<file path="src/rtl/lru_unique_history.sv">
// Recency tracker holding up to HISTORY_L pairwise-distinct values, newest in
// slot 0. Each cycle applies an optional invalidate and then an optional insert
// to the current list. Every result, including the hit, eviction and
// invalidate pulses, is registered and appears one cycle after the request.
module lru_unique_history #(
  parameter int DATA_W     = 8,
  parameter int HISTORY_L  = 4,
  parameter int MTF_ON_HIT = 1,
  localparam int CNT_W     = $clog2(HISTORY_L + 1),
  localparam int POS_W     = ($clog2(HISTORY_L) > 0) ? $clog2(HISTORY_L) : 1
) (
  input  logic              clk_in,
  input  logic              reset_in,
  input  logic              valid_in,
  input  logic [DATA_W-1:0] data_in,
  input  logic              inv_valid_in,
  input  logic [DATA_W-1:0] inv_data_in,
  output logic [DATA_W-1:0] data_out [HISTORY_L-1:0],
  output logic [HISTORY_L-1:0] valid_out,
  output logic [CNT_W-1:0]  count_out,
  output logic              hit_out,
  output logic [POS_W-1:0]  hit_pos_out,
  output logic              evict_valid_out,
  output logic [DATA_W-1:0] evict_data_out,
  output logic              inv_hit_out
);

  logic [HISTORY_L-1:0] inv_match;
  logic [HISTORY_L-1:0] inv_above;
  logic                 inv_hit;
  logic [DATA_W-1:0]    post_inv_data [HISTORY_L-1:0];
  logic [HISTORY_L-1:0] post_inv_valid;
  logic [CNT_W-1:0]     post_inv_count;

  logic [HISTORY_L-1:0] ins_match;
  logic [HISTORY_L-1:0] ins_cover;
  logic [HISTORY_L-1:0] ins_shift;
  logic                 ins_hit;
  logic                 ins_miss;
  logic [POS_W-1:0]     ins_pos;

  logic [DATA_W-1:0]    next_data [HISTORY_L-1:0];
  logic [HISTORY_L-1:0] next_valid;
  logic [CNT_W-1:0]     next_count;
  logic                 next_evict;
  logic [DATA_W-1:0]    next_evict_data;

  // Invalidate step: locate the matching slot (at most one, since entries are
  // distinct) and close the gap by pulling every slot at or above it down one.
  always_comb begin
    logic run;
    inv_match = '0;
    inv_above = '0;
    run       = 1'b0;
    for (int i = 0; i < HISTORY_L; i++) begin
      inv_match[i] = valid_out[i] && (data_out[i] == inv_data_in);
      run          = run | inv_match[i];
      inv_above[i] = run;
    end
    inv_hit = inv_valid_in && (|inv_match);

    for (int i = 0; i < HISTORY_L - 1; i++) begin
      if (inv_hit && inv_above[i]) begin
        post_inv_data[i]  = data_out[i+1];
        post_inv_valid[i] = valid_out[i+1];
      end else begin
        post_inv_data[i]  = data_out[i];
        post_inv_valid[i] = valid_out[i];
      end
    end
    if (inv_hit) begin
      post_inv_data[HISTORY_L-1]  = '0;
      post_inv_valid[HISTORY_L-1] = 1'b0;
    end else begin
      post_inv_data[HISTORY_L-1]  = data_out[HISTORY_L-1];
      post_inv_valid[HISTORY_L-1] = valid_out[HISTORY_L-1];
    end
    post_inv_count = inv_hit ? (count_out - CNT_W'(1)) : count_out;
  end

  // Insert step on the post-invalidate list: a miss shifts everything up, a hit
  // under move-to-front shifts only the slots at or below the hit position.
  always_comb begin
    logic run;
    ins_match = '0;
    ins_cover = '0;
    ins_shift = '0;
    ins_pos   = '0;
    run       = 1'b0;
    for (int i = 0; i < HISTORY_L; i++) begin
      ins_match[i] = post_inv_valid[i] && (post_inv_data[i] == data_in);
    end
    ins_hit  = valid_in && (|ins_match);
    ins_miss = valid_in && !(|ins_match);

    for (int i = HISTORY_L - 1; i >= 0; i--) begin
      run          = run | ins_match[i];
      ins_cover[i] = run;
    end
    for (int i = 0; i < HISTORY_L; i++) begin
      ins_shift[i] = ins_miss || ((MTF_ON_HIT != 0) && ins_hit && ins_cover[i]);
      if (ins_hit && ins_match[i]) begin
        ins_pos = ins_pos | POS_W'(i);
      end
    end

    next_data[0]  = ins_shift[0] ? data_in : post_inv_data[0];
    next_valid[0] = ins_miss ? 1'b1 : post_inv_valid[0];
    for (int i = 1; i < HISTORY_L; i++) begin
      next_data[i]  = ins_shift[i] ? post_inv_data[i-1] : post_inv_data[i];
      next_valid[i] = ins_miss ? post_inv_valid[i-1] : post_inv_valid[i];
    end

    next_evict      = ins_miss && post_inv_valid[HISTORY_L-1];
    next_evict_data = next_evict ? post_inv_data[HISTORY_L-1] : '0;
    next_count      = (ins_miss && (post_inv_count != CNT_W'(HISTORY_L)))
                      ? (post_inv_count + CNT_W'(1)) : post_inv_count;
  end

  // State and report registers; reset clears everything and overrides requests.
  always_ff @(posedge clk_in) begin
    if (reset_in) begin
      for (int i = 0; i < HISTORY_L; i++) begin
        data_out[i] <= '0;
      end
      valid_out       <= '0;
      count_out       <= '0;
      hit_out         <= 1'b0;
      hit_pos_out     <= '0;
      evict_valid_out <= 1'b0;
      evict_data_out  <= '0;
      inv_hit_out     <= 1'b0;
    end else begin
      for (int i = 0; i < HISTORY_L; i++) begin
        data_out[i] <= next_data[i];
      end
      valid_out       <= next_valid;
      count_out       <= next_count;
      hit_out         <= ins_hit;
      hit_pos_out     <= ins_pos;
      evict_valid_out <= next_evict;
      evict_data_out  <= next_evict_data;
      inv_hit_out     <= inv_hit;
    end
  end

endmodule

</file>
<file path="config.mk">
export PLATFORM = sky130hd
export DESIGN_NAME = lru_unique_history
export DESIGN_NICKNAME = d
export VERILOG_FILES = /design/src/rtl/lru_unique_history.sv
export SDC_FILE = /design/constraint.sdc
export NUM_CORES = 1
export LEC_CHECK = 0
export ABC_CLOCK_PERIOD_IN_PS = 6990
export CAP_MARGIN = 10
export CORE_AREA = 5 5 84 86
export CTS_CLUSTER_SIZE = 14
export DETAILED_ROUTE_END_ITERATION = 8
export DIE_AREA = 0 0 89 91
export PLACE_DENSITY_LB_ADDON = 0.15
export SYNTH_ARGS = -nofsm -noshare
export SYNTH_HDL_FRONTEND = slang
export SYNTH_SLANG_ARGS = --single-unit
</file>
<file path="constraint.sdc">
create_clock -name clk_in -period 6.99 [get_ports clk_in]
set_input_delay 1.398 -clock clk_in [delete_from_list [all_inputs] [get_ports clk_in]]
set_output_delay 1.398 -clock clk_in [all_outputs]
set_load 0.01 [all_outputs]
</file>
==> impl_results.html, run 1 <==
<table>
<tr><th>Metric</th><th>Value</th></tr>
<tr><th colspan="2">Yosys</th></tr>
<tr><td>List of most frequent post-synthesis cells</td><td>53 x nor2_1, 52 x dfxtp_1, 34 x xor2_1</td></tr>
<tr><td>Register bit count reported by yosys</td><td>52</td></tr>
<tr><td>Yosys warns</td><td>0</td></tr>
<tr><td>Number of flops mapped to enable cells by yosys</td><td>0</td></tr>
<tr><td>Syn avg cell area</td><td>8.51 um^2</td></tr>
<tr><td>Netlist area before placement</td><td>0.00339 mm^2</td></tr>
<tr><td>Most frequently used flop master after synthesis</td><td>dfxtp_1</td></tr>
<tr><td>Post-synth net total</td><td>approximately 420</td></tr>
<tr><td>Cell with the most instances after synthesis</td><td>nor2_1</td></tr>
<tr><td>Fraction of the yosys area taken by sequential cells</td><td>0.307</td></tr>
<tr><td>Portion of synthesized cell area occupied by the leading cell type</td><td>0.307</td></tr>
<tr><td>Share of synthesized registers carrying an async set or reset</td><td>0</td></tr>
<tr><td>Top cells by area, synth</td><td>dfxtp_1 31%, xor2_1 8.8%, xnor2_1 7.0%, mux2i_1 6.2%, nor2_1 5.9%</td></tr>
<tr><td>Distinct cell type count of the synthesized netlist</td><td>56</td></tr>
<tr><td>Cell count after synthesis</td><td>399</td></tr>
<tr><td>Post-synth top area cell</td><td>dfxtp_1</td></tr>
<tr><th colspan="2">Detailed routing</th></tr>
<tr><td>DRC violations left</td><td>0</td></tr>
<tr><td>Average routed wire per standard cell</td><td>19.8 um</td></tr>
<tr><td>DR vias/cell</td><td>6.09</td></tr>
<tr><td>DRT iter0 DRCs</td><td>242</td></tr>
<tr><td>Drt total wl</td><td>10600 um</td></tr>
<tr><td>Number of detailed-route iterations in the first pass</td><td>4</td></tr>
<tr><td>Number of nets still failing antenna checks after routing</td><td>0</td></tr>
<tr><td>DR vias</td><td>3254</td></tr>
<tr><th colspan="2">Clock tree</th></tr>
<tr><td>Worst skew pair latency</td><td>0.31 ns</td></tr>
<tr><td>Number of buffers inserted by hold repair at cts</td><td>0</td></tr>
<tr><td>Number of H-tree levels</td><td>2</td></tr>
<tr><td>Clock buffer depth</td><td>2</td></tr>
<tr><td>Number of buffers added for setup after CTS</td><td>0</td></tr>
<tr><td>TritonCTS clock tree</td><td>done</td></tr>
<tr><td>Number of gates resized after CTS</td><td>0</td></tr>
<tr><td>Clock transition at the registers of the reported paths</td><td>0.10 ns</td></tr>
<tr><td>Root Buffer</td><td>clkbuf_8</td></tr>
<tr><td>Number of buffers inserted during clock tree synthesis</td><td>5</td></tr>
<tr><td>Number of clock sinks seen by CTS</td><td>52</td></tr>
<tr><th colspan="2">Critical path</th></tr>
<tr><td>CP Data Required Time</td><td>7.21 ns</td></tr>
<tr><td>Arr. time, crit path</td><td>5.15 ns</td></tr>
<tr><td>Logic depth of the worst register-to-register path</td><td>10</td></tr>
<tr><td>Category of the worst setup path launch point</td><td>primary input</td></tr>
<tr><td>Reg2Reg Setup Slack</td><td>3.33 ns</td></tr>
<tr><td>Worst flop-to-flop path startpoint</td><td>data_out[22]</td></tr>
<tr><td>Maximum fanout along the worst path</td><td>12</td></tr>
<tr><td>Reg-to-Reg End</td><td>valid_out[2]</td></tr>
<tr><td>Worst setup EP type</td><td>register</td></tr>
<tr><td>WS Path Type</td><td>primary input to register</td></tr>
<tr><th colspan="2">Placement</th></tr>
<tr><td>Post-DP HPWL</td><td>8070 um</td></tr>
<tr><td>IO buf count</td><td>71</td></tr>
<tr><td>RD Place Congestion</td><td>0.937</td></tr>
<tr><td>Placed cell count</td><td>526</td></tr>
<tr><th colspan="2">Cells and area</th></tr>
<tr><td>Final Util</td><td>0.682</td></tr>
<tr><td>Post-Layout Cell Count</td><td>between 500 and 600</td></tr>
<tr><td>Post-layout nets</td><td>~480</td></tr>
<tr><td>Syn-to-layout area delta</td><td>24.6%</td></tr>
<tr><td>Antenna cells</td><td>0</td></tr>
<tr><td>Ratio of cells with drive above 1 in the final layout</td><td>0.0525</td></tr>
<tr><th colspan="2">Power and ir drop</th></tr>
<tr><td>IR Drop Worst-Case VDD</td><td>0.127 mV</td></tr>
<tr><td>Leak pwr</td><td>1.75 nW</td></tr>
<tr><td>Final Power</td><td>0.701 mW</td></tr>
<tr><td>Power density over the cells</td><td>roughly 170 mW/mm^2</td></tr>
<tr><th colspan="2">Global routing</th></tr>
<tr><td>Antenna violations before repair</td><td>0</td></tr>
<tr><td>GRT Util Overall</td><td>0.268</td></tr>
<tr><td>Largest net degree at the start of global routing</td><td>29</td></tr>
<tr><td>Global-route wire length before repair</td><td>roughly 17000 um</td></tr>
<tr><td>Vias in the first global route</td><td>3173</td></tr>
<tr><td>GRT Residual Overflow</td><td>0</td></tr>
<tr><th colspan="2">Die</th></tr>
<tr><td>I/O pin count</td><td>72</td></tr>
<tr><td>Vertical die dimension</td><td>91 um</td></tr>
<tr><td>Total die area</td><td>0.00810 mm^2</td></tr>
<tr><td>Core region area</td><td>0.00620 mm^2</td></tr>
<tr><td>Initial cell density of the core</td><td>0.547</td></tr>
<tr><td>Die X</td><td>89 um</td></tr>
<tr><td>Number of rows in the core area</td><td>29</td></tr>
<tr><th colspan="2">Min path</th></tr>
<tr><td>Class of the tightest hold or removal check</td><td>register to register</td></tr>
<tr><td>Worst Hold Path Cells</td><td>2</td></tr>
<tr><td>Hold EP</td><td>valid_out[3]</td></tr>
<tr><td>Hold path start</td><td>valid_out[2]</td></tr>
<tr><th colspan="2">STA</th></tr>
<tr><td>Slew @ Worst Pin</td><td>1.11 ns</td></tr>
<tr><td>Peak Freq</td><td>~200 MHz</td></tr>
<tr><td>Final critical path time including I/O delays and setup</td><td>4.93 ns</td></tr>
<tr><td>Unrepaired setup endpoints after global routing</td><td>no</td></tr>
<tr><td>Count of final max-slew check failures</td><td>0</td></tr>
<tr><td>Setup-violating endpoint count in the final report</td><td>0</td></tr>
<tr><td>Number of failing hold endpoints at the final stage</td><td>0</td></tr>
<tr><td>Ratio of final minimum period to clock period</td><td>0.705</td></tr>
<tr><td>Largest clock skew in the final design</td><td>0.00802 ns</td></tr>
<tr><td>Worst slew slack as a fraction of its limit</td><td>0.258</td></tr>
<tr><td>Sum Neg Setup Slack</td><td>0 ns</td></tr>
<tr><th colspan="2">Status</th></tr>
<tr><td>Outcome</td><td>completed</td></tr>
<tr><th colspan="2">Job</th></tr>
<tr><td>Total of max-cap violations</td><td>0</td></tr>
</table>
## worst max-delay path by stage
stage	depth (start not counted)	slack, ns	start	to
after floorplan	10	2.92	data_in[2]	valid_out[2]
after global placement	11	1.95	inv_data_in[6]	valid_out[2]
after detailed placement	10	1.82	inv_data_in[0]	valid_out[2]
after CTS	10	2.15	inv_data_in[0]	valid_out[2]
after global routing	10	1.87	inv_data_in[0]	data_out[21]
final	10	2.06	inv_data_in[0]	valid_out[2]
## registers in the layout, indices dropped and copies added, names as in the netlist
signal	cells
count_out	3
data_out	32
evict_data_out	8
evict_valid_out	1
hit_out	1
hit_pos_out	2
inv_hit_out	1
valid_out	4
## stage by stage
step | instance area, um^2 | hold slack [ns] | setup slack [ns]
floorplan | 3390 | 0.526 | 2.92
global placement | 4120 | 0.550 | 1.95
detailed placement | 4120 | 0.549 | 1.82
CTS | 4230 | 0.564 | 2.15
global route | 4230 | 0.609 | 1.87
finish | 4230 | 0.575 | 2.06
## where the power goes
part	internal [mW]	switching (mW)
sequential	0.309	0.0249
combinational	0.0743	0.0785
clock	0.108	0.106
## worst max-delay path, cell delays in order
cell	delay (ns)
clkdlybuf4s50_1	0.55
xor2_1	0.23
nor4_2	0.45
nand4_1	0.70
a21oi_1	0.44
a41oi_1	0.15
and2_1	0.25
and3_1	0.31
mux2_4	0.35
a2111oi_2	0.34
## cells in the final DEF (no fill, tap or decap), types with 7 or more instances in the layout
master	count
a211oi_1	17
a21oi_1	19
a22o_1	8
and2_1	16
and3_1	9
clkdlybuf4s50_1	71
dfxtp_1	52
inv_1	16
mux2i_1	21
nand2_1	10
nand3_1	7
nand4_1	8
nor2_1	53
nor3_1	8
nor4_1	7
o211a_1	8
xnor2_1	27
xor2_1	34
## routing by layer
| metal | GRT usage | part of all wire |
|---|---|---|
| met5 | 0 | 0 |
| met4 | 0.0806 | 0.024 |
| met3 | 0.0416 | 0.060 |
| met2 | 0.425 | 0.46 |
| met1 | 0.371 | 0.45 |
## kinds of logic after synthesis
group           count (synthesis)  synth area share
buf+inv                        41            0.0501
simple gates                  136             0.210
mux                            25            0.0770
compound gates                 81             0.187
fa+ha+maj                       3            0.0111
flops                          52             0.307
xor+xnor                       61             0.157
## area by class of cell
cell class                      count  area, um^2
Sequential cell                    52        1040
Timing Repair Buffer               74         733
Tap cell                           77        96.3
Clock inverter                      2        38.8
Inverter                           17        63.8
Multi-Input combinational cell    306        2180
Clock buffer                        6        72.6
Fill cell                         545        1980
(Power assumes the default switching activity.)
==> inputs of run 2 (changes only) <==
--- a/config.mk
+++ b/config.mk
@@ -5,12 +5,12 @@
 export SDC_FILE = /design/constraint.sdc
 export NUM_CORES = 1
 export LEC_CHECK = 0
-export ABC_CLOCK_PERIOD_IN_PS = 6990
+export ABC_CLOCK_PERIOD_IN_PS = 5100
 export CAP_MARGIN = 10
-export CORE_AREA = 5 5 84 86
+export CORE_AREA = 5 5 87 89
 export CTS_CLUSTER_SIZE = 14
 export DETAILED_ROUTE_END_ITERATION = 8
-export DIE_AREA = 0 0 89 91
+export DIE_AREA = 0 0 92 94
 export PLACE_DENSITY_LB_ADDON = 0.15
 export SYNTH_ARGS = -nofsm -noshare
 export SYNTH_HDL_FRONTEND = slang
==> constraint.sdc (replaced) <==
create_clock -name clk_in -period 5.1 [get_ports clk_in]
set_input_delay 1.02 -clock clk_in [delete_from_list [all_inputs] [get_ports clk_in]]
set_output_delay 1.02 -clock clk_in [all_outputs]
set_load 0.01 [all_outputs]
==> run 2 against run 1 <==
Against the previous run: sequential power up 37%; critical path type unchanged; final area up 1.2%; sequential cell count unchanged; worst hold slack worse by 0.0030 ns; highest routed layer unchanged; global-route usage down 1.5 points; non-clock buffer count up 6; count of clock-buffer cells in the layout down 1; combinational power up 39%; via count down 0.92%; largest power group unchanged; first-iteration DRC count down 35%; die area up 6.8%; critical path depth unchanged.
==> impl_results.html, run 2 (synthesis gave the netlist of run 1 again) <==
<table>
<tr><th>Metric</th><th>Value</th></tr>
<tr><th colspan="2">Die</th></tr>
<tr><td>Die X</td><td>92 um</td></tr>
<tr><td>Vertical die dimension</td><td>94 um</td></tr>
<tr><td>Core region area</td><td>about 0.0067 mm^2</td></tr>
<tr><td>I/O pin count</td><td>72</td></tr>
<tr><td>Total die area</td><td>0.00865 mm^2</td></tr>
<tr><td>Initial cell density of the core</td><td>0.508</td></tr>
<tr><td>Number of rows in the core area</td><td>30</td></tr>
<tr><th colspan="2">Global routing</th></tr>
<tr><td>GRT Util Overall</td><td>0.253</td></tr>
<tr><td>Largest net degree at the start of global routing</td><td>28</td></tr>
<tr><td>Global-route wire length before repair</td><td>17100 um</td></tr>
<tr><td>GRT Residual Overflow</td><td>0</td></tr>
<tr><td>Vias in the first global route</td><td>3175</td></tr>
<tr><td>Antenna violations before repair</td><td>0</td></tr>
<tr><th colspan="2">Critical path</th></tr>
<tr><td>Maximum fanout along the worst path</td><td>8</td></tr>
<tr><td>Worst path slowest cell</td><td>clkdlybuf4s50_1</td></tr>
<tr><td>List of cells traversed by the critical path</td><td>clkdlybuf4s50_1, xor2_1, nor4_2, and4_1, a21oi_2, a41oi_1, and2_1, and3_1, mux2_4, a2111oi_2</td></tr>
<tr><td>Worst setup EP type</td><td>register</td></tr>
<tr><td>Worst stage delay on the critical path</td><td>approximately 0.54 ns</td></tr>
<tr><td>Category of the worst setup path launch point</td><td>primary input</td></tr>
<tr><td>Arr. time, crit path</td><td>around 4.5 ns</td></tr>
<tr><td>CP Data Required Time</td><td>5.32 ns</td></tr>
<tr><td>WS Path Type</td><td>primary input to register</td></tr>
<tr><th colspan="2">Cells and area</th></tr>
<tr><td>Register area</td><td>0.00104 mm^2</td></tr>
<tr><td>Combined area of the multi-input logic cells</td><td>roughly 0.0022 mm^2</td></tr>
<tr><td>Largest registers</td><td>data_out x32, evict_data_out x8, valid_out x4</td></tr>
<tr><td>Number of filler instances in the final layout</td><td>591</td></tr>
<tr><td>Ratio of cells with drive above 1 in the final layout</td><td>0.0670</td></tr>
<tr><td>Post-Layout Cell Count</td><td>543</td></tr>
<tr><td>Most common library cell in the layout ignoring fill and taps</td><td>clkdlybuf4s50_1</td></tr>
<tr><td>Commonest cells after routing, fill and taps aside</td><td>71 x clkdlybuf4s50_1, 53 x nor2_1, 52 x dfxtp_1</td></tr>
<tr><td>Syn-to-layout area delta</td><td>26.1%</td></tr>
<tr><td>Antenna cells</td><td>0</td></tr>
<tr><td>Post-layout nets</td><td>between 400 and 500</td></tr>
<tr><td>Flip-flop count of the largest register after layout</td><td>32</td></tr>
<tr><td>Largest reg by FF count</td><td>data_out</td></tr>
<tr><td>Final Util</td><td>0.641</td></tr>
<tr><th colspan="2">STA</th></tr>
<tr><td>Number of failing hold endpoints at the final stage</td><td>0</td></tr>
<tr><td>Peak Freq</td><td>around 230 MHz</td></tr>
<tr><td>Final critical path time including I/O delays and setup</td><td>4.30 ns</td></tr>
<tr><td>Setup-violating endpoint count in the final report</td><td>0</td></tr>
<tr><td>Count of final max-slew check failures</td><td>0</td></tr>
<tr><td>Min setup slack post-route</td><td>about 0.80 ns</td></tr>
<tr><td>Sum Neg Setup Slack</td><td>0 ns</td></tr>
<tr><td>Hold Worst Slack</td><td>~0.57 ns</td></tr>
<tr><td>Worst slew slack as a fraction of its limit</td><td>0.302</td></tr>
<tr><td>Largest clock skew in the final design</td><td>0.00518 ns</td></tr>
<tr><td>Unrepaired setup endpoints after global routing</td><td>no</td></tr>
<tr><td>Ratio of final minimum period to clock period</td><td>0.844</td></tr>
<tr><td>Slew @ Worst Pin</td><td>1.04 ns</td></tr>
<tr><th colspan="2">Detailed routing</th></tr>
<tr><td>DRC violations left</td><td>0</td></tr>
<tr><td>DR vias/cell</td><td>5.94</td></tr>
<tr><td>Average routed wire per standard cell</td><td>approximately 20 um</td></tr>
<tr><td>Number of detailed-route iterations in the first pass</td><td>5</td></tr>
<tr><td>Number of nets still failing antenna checks after routing</td><td>0</td></tr>
<tr><td>Drt total wl</td><td>10700 um</td></tr>
<tr><td>DRT iter0 DRCs</td><td>158</td></tr>
<tr><td>DR vias</td><td>about 3200</td></tr>
<tr><th colspan="2">Clock tree</th></tr>
<tr><td>Number of H-tree levels</td><td>2</td></tr>
<tr><td>Number of buffers inserted by hold repair at cts</td><td>0</td></tr>
<tr><td>Worst skew pair latency</td><td>0.31 ns</td></tr>
<tr><td>Root Buffer</td><td>clkbuf_8</td></tr>
<tr><td>Number of buffers inserted during clock tree synthesis</td><td>5</td></tr>
<tr><td>Number of clock sinks seen by CTS</td><td>52</td></tr>
<tr><td>Number of gates resized after CTS</td><td>0</td></tr>
<tr><td>Clock buffer depth</td><td>2</td></tr>
<tr><td>Number of buffers added for setup after CTS</td><td>0</td></tr>
<tr><td>TritonCTS clock tree</td><td>done</td></tr>
<tr><td>Clock transition at the registers of the reported paths</td><td>0.10 ns</td></tr>
<tr><th colspan="2">Placement</th></tr>
<tr><td>IO buf count</td><td>71</td></tr>
<tr><td>Minimum setup slack after placement</td><td>0.485 ns</td></tr>
<tr><td>Placed cell count</td><td>between 500 and 600</td></tr>
<tr><td>Post-DP HPWL</td><td>8280 um</td></tr>
<tr><td>RD Place Congestion</td><td>0.952</td></tr>
<tr><th colspan="2">Status</th></tr>
<tr><td>Outcome</td><td>completed</td></tr>
<tr><th colspan="2">Power and ir drop</th></tr>
<tr><td>Switching power total</td><td>0.288 mW</td></tr>
<tr><td>Flop pwr share</td><td>0.475</td></tr>
<tr><td>Leak pwr</td><td>1.78 nW</td></tr>
<tr><td>Power density over the cells</td><td>225 mW/mm^2</td></tr>
<tr><td>Switching part of the total</td><td>0.299</td></tr>
<tr><td>Cell-internal power</td><td>0.675 mW</td></tr>
<tr><td>Share of total power in combinational logic</td><td>0.221</td></tr>
<tr><td>IR Drop Worst-Case VDD</td><td>0.175 mV</td></tr>
<tr><td>Clock share of power</td><td>0.304</td></tr>
<tr><th colspan="2">Min path</th></tr>
<tr><td>Class of the tightest hold or removal check</td><td>register to register</td></tr>
<tr><th colspan="2">Job</th></tr>
<tr><td>Total of max-cap violations</td><td>0</td></tr>
</table>
## run 2: cell count changes in the layout (fill, tap and decap cells not counted), sizes merged
cell / delta
clkinvlp: +1
clkbuf: -1
buf: +6
## run 2: critical path: cells and delay by family
family | cells | cell delay, ns
xor+xnor | 1 | 0.24
buf+inv | 1 | 0.54
simple gates | 4 | 1.43
compound gates | 3 | 0.96
mux | 1 | 0.32
## run 2: metal layers
layer  track usage  up-vias  share of wire
li1              -     1546              -
met1         0.326     1543           0.45
met2         0.438      118           0.48
met3        0.0353       17          0.051
met4        0.0743        0          0.020
met5             0        -              0
## run 2: cell type report
class | count | share of cell area
Multi-Input combinational cell | 306 | 0.510
Inverter | 17 | 0.0149
Sequential cell | 52 | 0.243
Timing Repair Buffer | 80 | 0.182
Clock inverter | 3 | 0.0108
Clock buffer | 5 | 0.0161
Tap cell | 80 | 0.0234
## run 2: final timing paths
path	depth (start not counted)	end	startpoint	slack (ns)
max reg2reg	9	valid_out[2]	data_out[0]	1.74
min reg2reg	2	valid_out[0]	valid_out[0]	0.57
max	10	valid_out[2]	inv_data_in[2]	0.80
min	2	valid_out[0]	valid_out[0]	0.57
## run 2: power by group through the flow
stage          Clock [mW]  Combinational, mW  Sequential (mW)
2_1_floorplan           0              0.119            0.463
3_3_place_gp            0              0.208            0.467
3_5_place_dp            0              0.210            0.466
4_1_cts             0.298              0.211            0.457
5_1_grt             0.316              0.232            0.460
6_report            0.293              0.213            0.458
## run 2: per-stage QoR
step | power, mW | instance area (um^2)
global placement | 0.675 | 4170
finish | 0.963 | 4280
detailed placement | 0.676 | 4170
global route | 1.01 | 4280
CTS | 0.966 | 4280
floorplan | 0.583 | 3390
